[src/rtl/cnn_pkg.sv]
// Shared CNN packing constants: window geometry and the slice position of
// each window element inside the packed word, so the window generator and
// the convolution stage agree on layout.
package cnn_pkg;

  localparam int DATA_W = 16;
  localparam int WIN_K  = 3;
  localparam int WIN_N  = WIN_K * WIN_K;
  localparam int WIN_W  = WIN_N * DATA_W;

  // Bit offsets of element (r,c); (r0,c0) sits in the top slice.
  localparam int OFF_R0C0 = 8 * DATA_W;
  localparam int OFF_R0C1 = 7 * DATA_W;
  localparam int OFF_R0C2 = 6 * DATA_W;
  localparam int OFF_R1C0 = 5 * DATA_W;
  localparam int OFF_R1C1 = 4 * DATA_W;
  localparam int OFF_R1C2 = 3 * DATA_W;
  localparam int OFF_R2C0 = 2 * DATA_W;
  localparam int OFF_R2C1 = 1 * DATA_W;
  localparam int OFF_R2C2 = 0;

  // Slot index of element (r,c); multiply by the sample width for the offset.
  function automatic int win_elem(input int r, input int c);
    return (WIN_N - 1) - (WIN_K * r + c);
  endfunction

endpackage

[src/rtl/fm_line_buf.sv]
// Single-port line buffer, one line deep, read-before-write: the read port
// returns the sample stored one line earlier at the same column while the
// new sample overwrites it on the same clock.
module fm_line_buf #(
  parameter int DEPTH  = 8,
  parameter int DATA_W = 16,
  parameter int AW     = $clog2(DEPTH)
) (
  input  logic              clk,
  input  logic              wr_en,
  input  logic [AW-1:0]     addr,
  input  logic [DATA_W-1:0] wr_data,
  output logic [DATA_W-1:0] rd_data
);

  logic [DATA_W-1:0] mem_q [DEPTH];

  assign rd_data = mem_q[addr];

  // Store the accepted sample; the old value has already been read out.
  always_ff @(posedge clk) begin
    if (wr_en) begin
      mem_q[addr] <= wr_data;
    end
  end

endmodule

[src/rtl/fm_window_3x3.sv]
// Streaming 3x3 window generator: two line buffers plus a 3x3 shift window
// turn a raster pixel stream into one packed neighbourhood per valid
// ("valid" padding) position, one cycle after the pixel completing it.
module fm_window_3x3 #(
  parameter int FM_WIDTH  = 8,
  parameter int FM_HEIGHT = 8,
  parameter int DATA_W    = 16
) (
  input  logic                clk,
  input  logic                rst_n,
  input  logic                fm_vsync,
  input  logic                fm_href,
  input  logic [DATA_W-1:0]   fm_pixel,
  output logic                matrix_vsync,
  output logic                matrix_href,
  output logic [6:0]          matrix_h_cnt,
  output logic [6:0]          matrix_v_cnt,
  output logic [9*DATA_W-1:0] fm_data
);
  import cnn_pkg::*;

  localparam int         LB_AW  = $clog2(FM_WIDTH);
  localparam logic [6:0] H_LAST = 7'(FM_WIDTH - 1);
  localparam logic [6:0] V_LAST = 7'(FM_HEIGHT - 1);

  logic                vsync_prev_q, vsync_prev_d;
  logic                sampled_q, sampled_d;
  logic                active_q, active_d;
  logic [6:0]          in_h_q, in_h_d, in_v_q, in_v_d;
  logic [6:0]          h_cur, v_cur;
  logic                frame_start, run, win_valid;
  logic [DATA_W-1:0]   win_q [WIN_K][WIN_K];
  logic [DATA_W-1:0]   win_d [WIN_K][WIN_K];
  logic [DATA_W-1:0]   lb1_out, lb2_out;
  logic [9*DATA_W-1:0] win_flat;
  logic                href_q, href_d;
  logic [6:0]          h_cnt_q, h_cnt_d, v_cnt_q, v_cnt_d;
  logic [9*DATA_W-1:0] fm_data_q, fm_data_d;

  // LB1 yields row-1 and stores the new pixel; LB2 yields row-2 and stores row-1.
  fm_line_buf #(.DEPTH(FM_WIDTH), .DATA_W(DATA_W)) u_lb1 (
    .clk     (clk),
    .wr_en   (fm_href),
    .addr    (h_cur[LB_AW-1:0]),
    .wr_data (fm_pixel),
    .rd_data (lb1_out)
  );

  fm_line_buf #(.DEPTH(FM_WIDTH), .DATA_W(DATA_W)) u_lb2 (
    .clk     (clk),
    .wr_en   (fm_href),
    .addr    (h_cur[LB_AW-1:0]),
    .wr_data (lb1_out),
    .rd_data (lb2_out)
  );

  // Frame tracking, raster counters, window shift and output hold logic.
  // sampled_q blocks a false edge in the first cycle after reset when vsync
  // is already high, so a reset mid-frame stays quiet until a real rise.
  always_comb begin
    frame_start  = fm_vsync & ~vsync_prev_q & sampled_q;
    run          = active_q | frame_start;
    h_cur        = frame_start ? 7'd0 : in_h_q;
    v_cur        = frame_start ? 7'd0 : in_v_q;
    win_valid    = fm_href & run & (h_cur >= 7'd2) & (v_cur >= 7'd2);
    vsync_prev_d = fm_vsync;
    sampled_d    = 1'b1;
    active_d     = run;
    in_h_d       = h_cur;
    in_v_d       = v_cur;
    if (fm_href && run) begin
      if (h_cur == H_LAST) begin
        in_h_d = 7'd0;
        in_v_d = (v_cur == V_LAST) ? 7'd0 : v_cur + 7'd1;
      end else begin
        in_h_d = h_cur + 7'd1;
      end
    end

    win_d = win_q;
    if (fm_href) begin
      for (int r = 0; r < WIN_K; r++) begin
        win_d[r][0] = win_q[r][1];
        win_d[r][1] = win_q[r][2];
      end
      win_d[0][2] = lb2_out;
      win_d[1][2] = lb1_out;
      win_d[2][2] = fm_pixel;
    end

    win_flat = '0;
    for (int r = 0; r < WIN_K; r++) begin
      for (int c = 0; c < WIN_K; c++) begin
        win_flat[win_elem(r, c)*DATA_W +: DATA_W] = win_d[r][c];
      end
    end

    href_d    = win_valid;
    h_cnt_d   = win_valid ? h_cur - 7'd2 : h_cnt_q;
    v_cnt_d   = win_valid ? v_cur - 7'd2 : v_cnt_q;
    fm_data_d = win_valid ? win_flat : fm_data_q;
  end

  // State and output registers; line-buffer contents are left uncleared.
  always_ff @(posedge clk or negedge rst_n) begin
    if (!rst_n) begin
      vsync_prev_q <= 1'b0;
      sampled_q    <= 1'b0;
      active_q     <= 1'b0;
      in_h_q       <= '0;
      in_v_q       <= '0;
      for (int r = 0; r < WIN_K; r++) begin
        for (int c = 0; c < WIN_K; c++) begin
          win_q[r][c] <= '0;
        end
      end
      href_q       <= 1'b0;
      h_cnt_q      <= '0;
      v_cnt_q      <= '0;
      fm_data_q    <= '0;
    end else begin
      vsync_prev_q <= vsync_prev_d;
      sampled_q    <= sampled_d;
      active_q     <= active_d;
      in_h_q       <= in_h_d;
      in_v_q       <= in_v_d;
      win_q        <= win_d;
      href_q       <= href_d;
      h_cnt_q      <= h_cnt_d;
      v_cnt_q      <= v_cnt_d;
      fm_data_q    <= fm_data_d;
    end
  end

  assign matrix_vsync = vsync_prev_q;
  assign matrix_href  = href_q;
  assign matrix_h_cnt = h_cnt_q;
  assign matrix_v_cnt = v_cnt_q;
  assign fm_data      = fm_data_q;

endmodule

[config.mk]
export PLATFORM = sky130hd
export DESIGN_NAME = fm_window_3x3
export DESIGN_NICKNAME = d
export VERILOG_FILES = /design/src/rtl/cnn_pkg.sv /design/src/rtl/fm_line_buf.sv /design/src/rtl/fm_window_3x3.sv
export SDC_FILE = /design/constraint.sdc
export NUM_CORES = 1
export LEC_CHECK = 0
export ABC_CLOCK_PERIOD_IN_PS = 5680
export CAP_MARGIN = 0
export CORE_ASPECT_RATIO = 0.5
export CORE_UTILIZATION = 35
export DETAILED_ROUTE_END_ITERATION = 10
export GPL_ROUTABILITY_DRIVEN = 0
export PLACE_DENSITY = 0.55
export SLEW_MARGIN = 25
export SYNTH_ARGS = -nofsm -noshare
export SYNTH_HDL_FRONTEND = slang
export SYNTH_SLANG_ARGS = --single-unit
[constraint.sdc]
create_clock -name clk -period 5.68 [get_ports clk]
set_clock_uncertainty 0.2 [all_clocks]
set_input_delay 1.136 -clock clk [delete_from_list [all_inputs] [get_ports clk]]
set_output_delay 1.136 -clock clk [all_outputs]
set_load 0.02 [all_outputs]
Word-level counts from Yosys, hierarchy flattened
Memories as Yosys holds them, arrays and structs flattened.
Index checks and enable logic that the tools add are counted.
Cells by class
  add/sub/neg operators: 4
  order comparisons: 2
  equal/unequal tests: 2
  mux-type cells: 10
  bitwise operators: 7
  reductions and logical operators: 1
Operator list (count)
  two-way mux 144 bit: 1
  two-way mux 7 bit: 7
  adder 7 x 1 -> 7 bit, second input constant: 2
  == test 7 x 3 -> 1 bit, second input constant: 2
  greater-or-equal comparator 7 x 2 -> 1 bit, second input constant: 2
  subtractor 7 x 2 -> 7 bit, second input constant: 2
  AND 1 bit: 5
  two-way mux 1 bit: 2
  logical AND 1 bit: 1
  inverter 1 bit: 1
  OR 1 bit: 1
Word-level totals
  bits in registers: 320
  memory bits (writable): 256
  output and inout port bits: 160
  memories kept: 2
Memories
  u_lb1.mem_q: words 8, bits a word 16, rd ports 1, clocked after Yosys merged registers in 0, wr ports 1, line fm_line_buf.sv:16  | logic [DATA_W-1:0] mem_q [DEPTH];
  u_lb2.mem_q: words 8, bits a word 16, rd ports 1, clocked after Yosys merged registers in 0, wr ports 1, line fm_line_buf.sv:16

Depth between registers and ports, before layout
Gate-level depths: netlist of the first run.
  depth in word-level cells: 8
  gate-level depth with buffers: 11
  depth with buffers taken out: 7

Modules after synthesis
Synthesis of the first run repeated with hierarchy kept, for this count alone.
Second synthesis, totals
  cell total of the unflattened synthesis: 1212
  area, all modules: 22795.6 um^2
Modules (own cells, without submodules)
  fm_window_3x3: times used 1, cells an instance 768, area an instance 12851.1 um^2, sequential area each 8007.7 um^2
  fm_line_buf: times used 2, cells an instance 222, area an instance 4972.3 um^2, sequential area each 3843.7 um^2

Least setup slack after synthesis of the first run
Ideal clock, no wire load.
  path kind: input to register
  start: input port fm_vsync
  end: memory u_lb1.mem_q[7][0], enable pin
  setup time: 501 ps
  data arrival time: 5021 ps
  required time: 4979 ps
  slack: -42 ps
  cell stages on the path: 5
  path buffers: 3
  cell sequence: and3b_1 clkbuf_1 buf_2 buf_1 nor4_1
Between the ends
  longest elaborated chain between the ends: 3
Ends and longest elaborated chain
  from (decl): line fm_window_3x3.sv:11  | input logic fm_vsync,
  AND 1 bit (2 in series): line fm_window_3x3.sv:61  | frame_start = fm_vsync & ~vsync_prev_q & sampled_q;
  two-way mux 7 bit: line fm_window_3x3.sv:63  | h_cur = frame_start ? 7'd0 : in_h_q;
  to (decl): line fm_line_buf.sv:16
Every way passes these cells.

Worst setup path after layout of the first run
  start: input port fm_vsync
  end: register fm_data_q[19], in the netlist fm_data[19]
Between the ends
  longest elaborated chain between the ends: 6
  elaborated cells on any way between the ends: 10
  classes of those cells: 2 x order compare; 2 x mux; 6 x bitwise
Ends and longest elaborated chain
  AND 1 bit * (2 in series): line fm_window_3x3.sv:61
  two-way mux 7 bit or OR 1 bit (tied branches): line fm_window_3x3.sv:63, fm_window_3x3.sv:62
  greater-or-equal comparator 7 x 2 -> 1 bit or AND 1 bit (tied branches): line fm_window_3x3.sv:65  | win_valid = fm_href & run & (h_cur >= 7'd2) & (v_cur >= 7'd2);
  AND 1 bit: line fm_window_3x3.sv:65
  AND 1 bit *: line fm_window_3x3.sv:65
  to (signal assigned): line fm_window_3x3.sv:131  | fm_data_q <= fm_data_d;
  to (decl): line fm_window_3x3.sv:38  | logic [9*DATA_W-1:0] fm_data_q, fm_data_d;
Every way passes the cells marked *; elsewhere a longest branch is shown, timed or not.
A chain may end at the register's enable or synchronous reset.

==> summary.txt, run 1 <==
Layout
  – Final Util: 0.430
  – Layout cell share with drive strength beyond 1: 0.253
  – Fin area: 27300 sq um
  – Final #Nets: 1591
  – Area Overhead vs Synth: 20.8%

Clock network
  – Hold-fix buffers, CTS: 0
  – CTS tree: yes
  – Clock sinks: 576
  – Post-cts sizing count: 0
  – Longest Clk Path Bufs: 3
  – Root Buffer: clkbuf_16
  – CTS buffer count: 54
  – Clk slew on worst S/H paths: 0.06 ns
  – Setup Buffers After CTS: 0
  – H-Tree Depth: 2
  – Clock Latency Late Sink: 0.59 ns

Routing
  – DR vias/cell: 5.10
  – ANT nets after route: 0
  – DRC Markers: 0
  – Wirelength per Cell: 22.3 microns
  – Detailed Routing Iterations Pass 1: 5
  – Detailed Route Iter0 Violations: 861
  – Final WL: 54.7 mm
  – Vias: 12.5k

STA
  – Period utilisation layout: 0.696
  – RSZ-0062 raised after global routing: no
  – Finish-stage setup viols: 0
  – Final min period: 3.96 ns
  – Final hold violation count: 0
  – Worst slew margin: 0.290
  – Actual slew at the worst max-slew pin: 1.06 ns
  – F_max: 253 MHz
  – Final max-slew violation count: 0
  – Setup TNS: 0 ns

Synthesis
  – Post-synth top flop: dfrtp_1
  – Yosys warnings: 0
  – Post-synth top cells: dfrtp_1, edfxtp_1, mux2_2, a21oi_1, nand2_1
  – Synth unique cells: 59
  – Biggest area consumer among synthesized cells: dfrtp_1
  – Register area share after synthesis: 0.695
  – Post-synth ARST share: 0.556
  – Synthesized flop and latch total: 576
  – Share of the synthesized area in the top cell type: 0.354
  – Cell with the most instances after synthesis: dfrtp_1
  – Mapped Area: 22600 sq um
  – Synth Area per Inst: 16.2 sq um
  – Post-Syn Nets: 1413
  – Dominant cells by area after synthesis: dfrtp_1, edfxtp_1, mux2_2, mux4_2, a31oi_1
  – EDFF count, synth: 256
  – Cell count after synthesis: 1392

Setup path
  – Critical path required time: 5.95 ns
  – Peak fanout along the critical path: 46
  – CP Class: input port to flop
  – Startpoint Class: input port
  – Reg2reg setup slack: 2.09 ns
  – WP data arrival: 4.22 ns
  – Critical path endpoint category: flop

Global routing
  – Global-route wire length before repair: 83.3 mm
  – Total global-route track usage: 0.167
  – Vias in the first global route: 12.8k
  – Grt ovf: 0
  – Initial antenna violation count: 2
  – Pin count of the biggest net entering global routing: 128

Power
  – Max VDD drop: 0.000252 V
  – Leak: 10.6 nW
  – Pwr Density: 510 nW/um^2

Floorplan
  – Die Span Y: 182 microns
  – Die footprint: 65600 sq um
  – Row cnt: 65
  – Core box area: 63400 sq um
  – Die width: 361 microns
  – Ports: 180
  – Starting Density: 0.356

Placed design
  – Placed cell area: 25400 sq um
  – Post-DP HPWL: 33.9 mm
  – Port bufs: 179

Run
  – MaxCap Viol Count: 0

Status
  – Status: finished, final reports clean

Hold path
  – HP Class: input port to asynchronous set/reset pin
-- report_power, final --
part | leakage (nW) | internal (mW) | switching [mW]
clock | 0.905 | 2.21 | 1.55
combinational | 3.34 | 1.82 | 2.24
sequential | 6.36 | 5.56 | 0.557
total | 10.6 | 9.58 | 4.34
-- path summary, 6_finish.rpt --
kind                                   start           endpoint  depth (start not counted)
worst max-delay path                fm_vsync        fm_data[19]                          8
worst min-delay path                   rst_n       fm_data[113]                          1
worst max register to register     in_h_q[1]  u_lb2.mem_q[0][8]                          5
worst min register to register  fm_data[141]       fm_data[141]                          1
max in group asynchronous              rst_n          win_q[27]                          3
min in group clk                fm_data[141]       fm_data[141]                          1
-- area by class of cell --
cell class | count | area (sq um)
Fill cell | 5705 | 36100
Sequential cell | 576 | 15700
Multi-Input combinational cell | 715 | 6450
Timing Repair Buffer | 215 | 2230
Clock buffer | 85 | 1640
Tap cell | 837 | 1050
Clock inverter | 15 | 200
Inverter | 8 | 30.0
Antenna cell | 1 | 2.50
-- registers in the layout, summed over array words and instances, names as in the netlist --
register	count
matrix_href	1
in_h_q	7
matrix_vsync	1
u_lb1.mem_q	128
win_q	144
matrix_v_cnt	7
matrix_h_cnt	7
in_v_q	7
active_q	1
fm_data	144
u_lb2.mem_q	128
sampled_q	1
-- critical path, cell delays in order --
cell and delay, ns:
clkdlybuf4s50_1 0.45, nand3b_2 0.59, nand2_1 0.21, ha_1 0.29, nand4b_1 0.13, and2_4 0.60, buf_12 0.31, mux2_2 0.37
-- per-stage QoR --
stage          total power, mW  hold slack [ns]  setup slack (ns)  std cells
6_report                  13.9            0.227              1.72       2452
5_1_grt                   14.6            0.220              1.55       2451
4_1_cts                   14.1            0.286              1.77       2450
3_5_place_dp              10.3            0.272              1.14       2350
3_3_place_gp              10.3            0.268              1.21       2350
2_1_floorplan             8.44            0.246           -0.0421       1392
-- cells in the final DEF (no fill, tap or decap), types with 13 or more instances in the layout --
| master | count |
|---|---|
| edfxtp_1 | 256 |
| mux2_1 | 14 |
| nand2_1 | 58 |
| a32o_1 | 14 |
| dfrtp_1 | 318 |
| buf_4 | 24 |
| mux2_2 | 220 |
| a31oi_1 | 48 |
| a221oi_1 | 13 |
| mux4_2 | 30 |
| mux2i_1 | 27 |
| a21oi_1 | 58 |
| clkdlybuf4s50_1 | 177 |
| nor2_1 | 42 |
| clkbuf_1 | 17 |
| clkbuf_16 | 57 |
| and4_1 | 14 |
| and3_1 | 22 |
| and2_1 | 27 |
| a22oi_1 | 15 |
-- metal layers --
layer / track usage / part of all wire / vias up / wire (microns)
li1: - / - / 5635 / -
met1: 0.240 / 0.47 / 6521 / 25500
met2: 0.263 / 0.47 / 288 / 25500
met3: 0.0286 / 0.048 / 71 / 2640
met4: 0.0415 / 0.020 / 0 / 1070
met5: 0 / 0 / - / 0
-- logic make-up (layout without fill, tap and decap cells) --
kind of cell,Yosys count,count (layout),synth area share
xor gates and xnor gates,11,11,0.00426
DFF,576,576,0.695
buffers and inverters,101,323,0.0235
adders and majority gates,1,1,0.000554
AOI/OAI and AO/OA,190,190,0.0647
and+or+nand+nor,221,221,0.0537
other,1,2,0.000166
muxes,291,291,0.158
No activity file was read; power rests on OpenSTA's default activity.
==> inputs of run 2 (changes only) <==
- ABC_CLOCK_PERIOD_IN_PS: 5680 -> 3400
- PLACE_DENSITY: 0.55 -> 0.56
- clock period: 5.68 -> 3.4 ns (I/O delays scaled with it)
==> summary.txt, run 2 (same netlist as run 1, synthesis figures left out) <==
Power
  – Pwr Density: 837 nW/um^2 (+64%)
  – Max VDD drop: 0.000460 V (+83%)
  – Power, Total: 23.1 mW (+66%)
  – Leak: 10.8 nW (+1.7%)

Routing
  – ANT nets after route: 0 (unchanged)
  – DR vias/cell: 5.07 (-0.65%)
  – Detailed Route Iter0 Violations: 857 (-0.46%)
  – Detailed Routing Iterations Pass 1: 5 (unchanged)
  – Vias: 12.6k (+1.0%)
  – Final WL: 53.3 mm (-2.5%)
  – Wirelength per Cell: 21.4 microns (-4.2%)
  – DRC Markers: 0 (unchanged)

STA
  – Actual slew at the worst max-slew pin: 0.959 ns (-0.105 ns)
  – Period utilisation layout: 0.815
  – F_max: 361 MHz
  – Min Hold Slack: 0.217 ns (-0.0100 ns)
  – RSZ-0062 raised after global routing: no
  – Worst slew margin: 0.357 (+0.0672)
  – Finish-stage setup viols: 0 (unchanged)
  – Final hold violation count: 0 (unchanged)
  – Final min period: 2.77 ns
  – Final max-slew violation count: 0 (unchanged)

Clock network
  – Hold-fix buffers, CTS: 1 (+1)
  – Root Buffer: clkbuf_16
  – Clock sinks: 576 (unchanged)
  – CTS tree: yes
  – Longest Clk Path Bufs: 3 (unchanged)
  – H-Tree Depth: 2 (unchanged)
  – Setup Buffers After CTS: 0 (unchanged)
  – CTS buffer count: 52 (-3.7%)
  – Post-cts sizing count: 0 (unchanged)
  – Clk slew on worst S/H paths: 0.07 ns (about the same)
  – Clock Latency Late Sink: 0.59 ns (about the same)

Hold path
  – Worst Hold Path EP: win_q[62]
  – HP Class: input port to flop
  – Hold path cells: 2
  – HP Start: fm_href

Layout
  – Final Util: 0.435 (+0.00479)
  – Most frequent cells in the layout: dfrtp_1, edfxtp_1, mux2_2
  – Area Overhead vs Synth: 22.1%
  – Final #Nets: 1637 (+2.9%)
  – Layout filler cell count: 5722 (+0.30%)
  – Layout cell share with drive strength beyond 1: 0.272 (+0.0188)
  – Post-Layout Cell Count: 2494 (+1.7%)
  – N_diodes: 0 (-1)
  – Most common cell after layout, fill and taps aside: dfrtp_1
  – Fin area: 27600 sq um (+1.1%)

Setup path
  – Critical path endpoint category: flop
  – Worst flop-to-flop path endpoint: u_lb2.mem_q[0][11]
  – Critical path required time: 3.43 ns (-2.52 ns)
  – Startpoint Class: flop
  – Reg2reg path depth: 6 (+1)
  – Reg2reg setup slack: 0.63 ns (-1.46 ns)
  – CP Class: flop to flop
  – Reg2reg start: in_h_q[1]
  – Peak fanout along the critical path: 24 (-48%)
  – WP data arrival: 2.80 ns (-1.42 ns)

Floorplan
  – Die width: 361 microns (unchanged)
  – Starting Density: 0.356 (unchanged)
  – Core box area: 63400 sq um (unchanged)
  – Die Span Y: 182 microns (unchanged)
  – Die footprint: 65600 sq um (unchanged)
  – Row cnt: 65 (unchanged)
  – Ports: 180 (unchanged)

Placed design
  – Placed cells: 2398 (+2.0%)
  – Port bufs: 179 (unchanged)
  – Placed cell area: 25900 sq um (+1.9%)
  – Post-DP HPWL: 34.0 mm (about the same)

Status
  – Status: finished, final reports clean

Global routing
  – Grt ovf: 0 (unchanged)
  – Pin count of the biggest net entering global routing: 104 (-19%)
  – Global-route wire length before repair: 83.2 mm (-0.14%)
  – Total global-route track usage: 0.165 (-0.00250)
  – Vias in the first global route: 13.0k (+1.1%)
  – Initial antenna violation count: 2 (unchanged)

Run
  – MaxCap Viol Count: 0 (unchanged)
## run 2: worst max-delay path by stage
stage,from,end,cells after the start
floorplan,fm_vsync,u_lb1.mem_q[4][0],5
global placement,fm_vsync,fm_data[39],9
detailed placement,fm_vsync,fm_data[25],9
CTS,in_h_q[1],u_lb2.mem_q[6][12],6
global route,in_h_q[1],u_lb2.mem_q[3][3],6
finish,in_h_q[1],u_lb2.mem_q[0][11],6
## run 2: area by class of cell
| class | count | area, sq um | share of cell area |
|---|---|---|---|
| flip-flops and latches | 576 | 15700 | 0.569 |
| repair buffers | 263 | 2680 | 0.0972 |
| inverters | 8 | 30.0 | 0.00109 |
| multi-input cells | 715 | 6460 | 0.234 |
| well taps | 837 | 1050 | 0.0380 |
| clock buffers | 74 | 1490 | 0.0540 |
| clock inverters | 21 | 181 | 0.00657 |
## run 2: metal layers
layer  part of all wire  vias to the layer above  track usage  wire, microns
met3              0.042                       63       0.0271           2230
met5                  0                        -            0              0
met1               0.46                     6595        0.234          24800
met4              0.013                        0       0.0281            703
met2               0.48                      237        0.269          25600
li1                   -                     5751            -              -
## run 2: metrics by stage
stage	worst slack [ns]	setup TNS [ns]
3_5_place_dp	0.102	0
5_1_grt	0.554	0
6_report	0.630	0
3_3_place_gp	0.136	0
4_1_cts	0.640	0
2_1_floorplan	-0.551	-73.28
## run 2: critical path: stages, from the launching register on
cell and delay (ns):
dfrtp_2 0.43, buf_4 0.24, and2_1 0.28, buf_12 0.19, a32o_1 0.30, a2111oi_4 0.42, nand2_1 0.34
## run 2: where the power goes
part	internal, mW	switching (mW)	leakage (nW)
combinational	3.32	3.80	3.59
sequential	9.28	0.876	6.36
clock	3.27	2.53	0.831
total	15.9	7.21	10.8
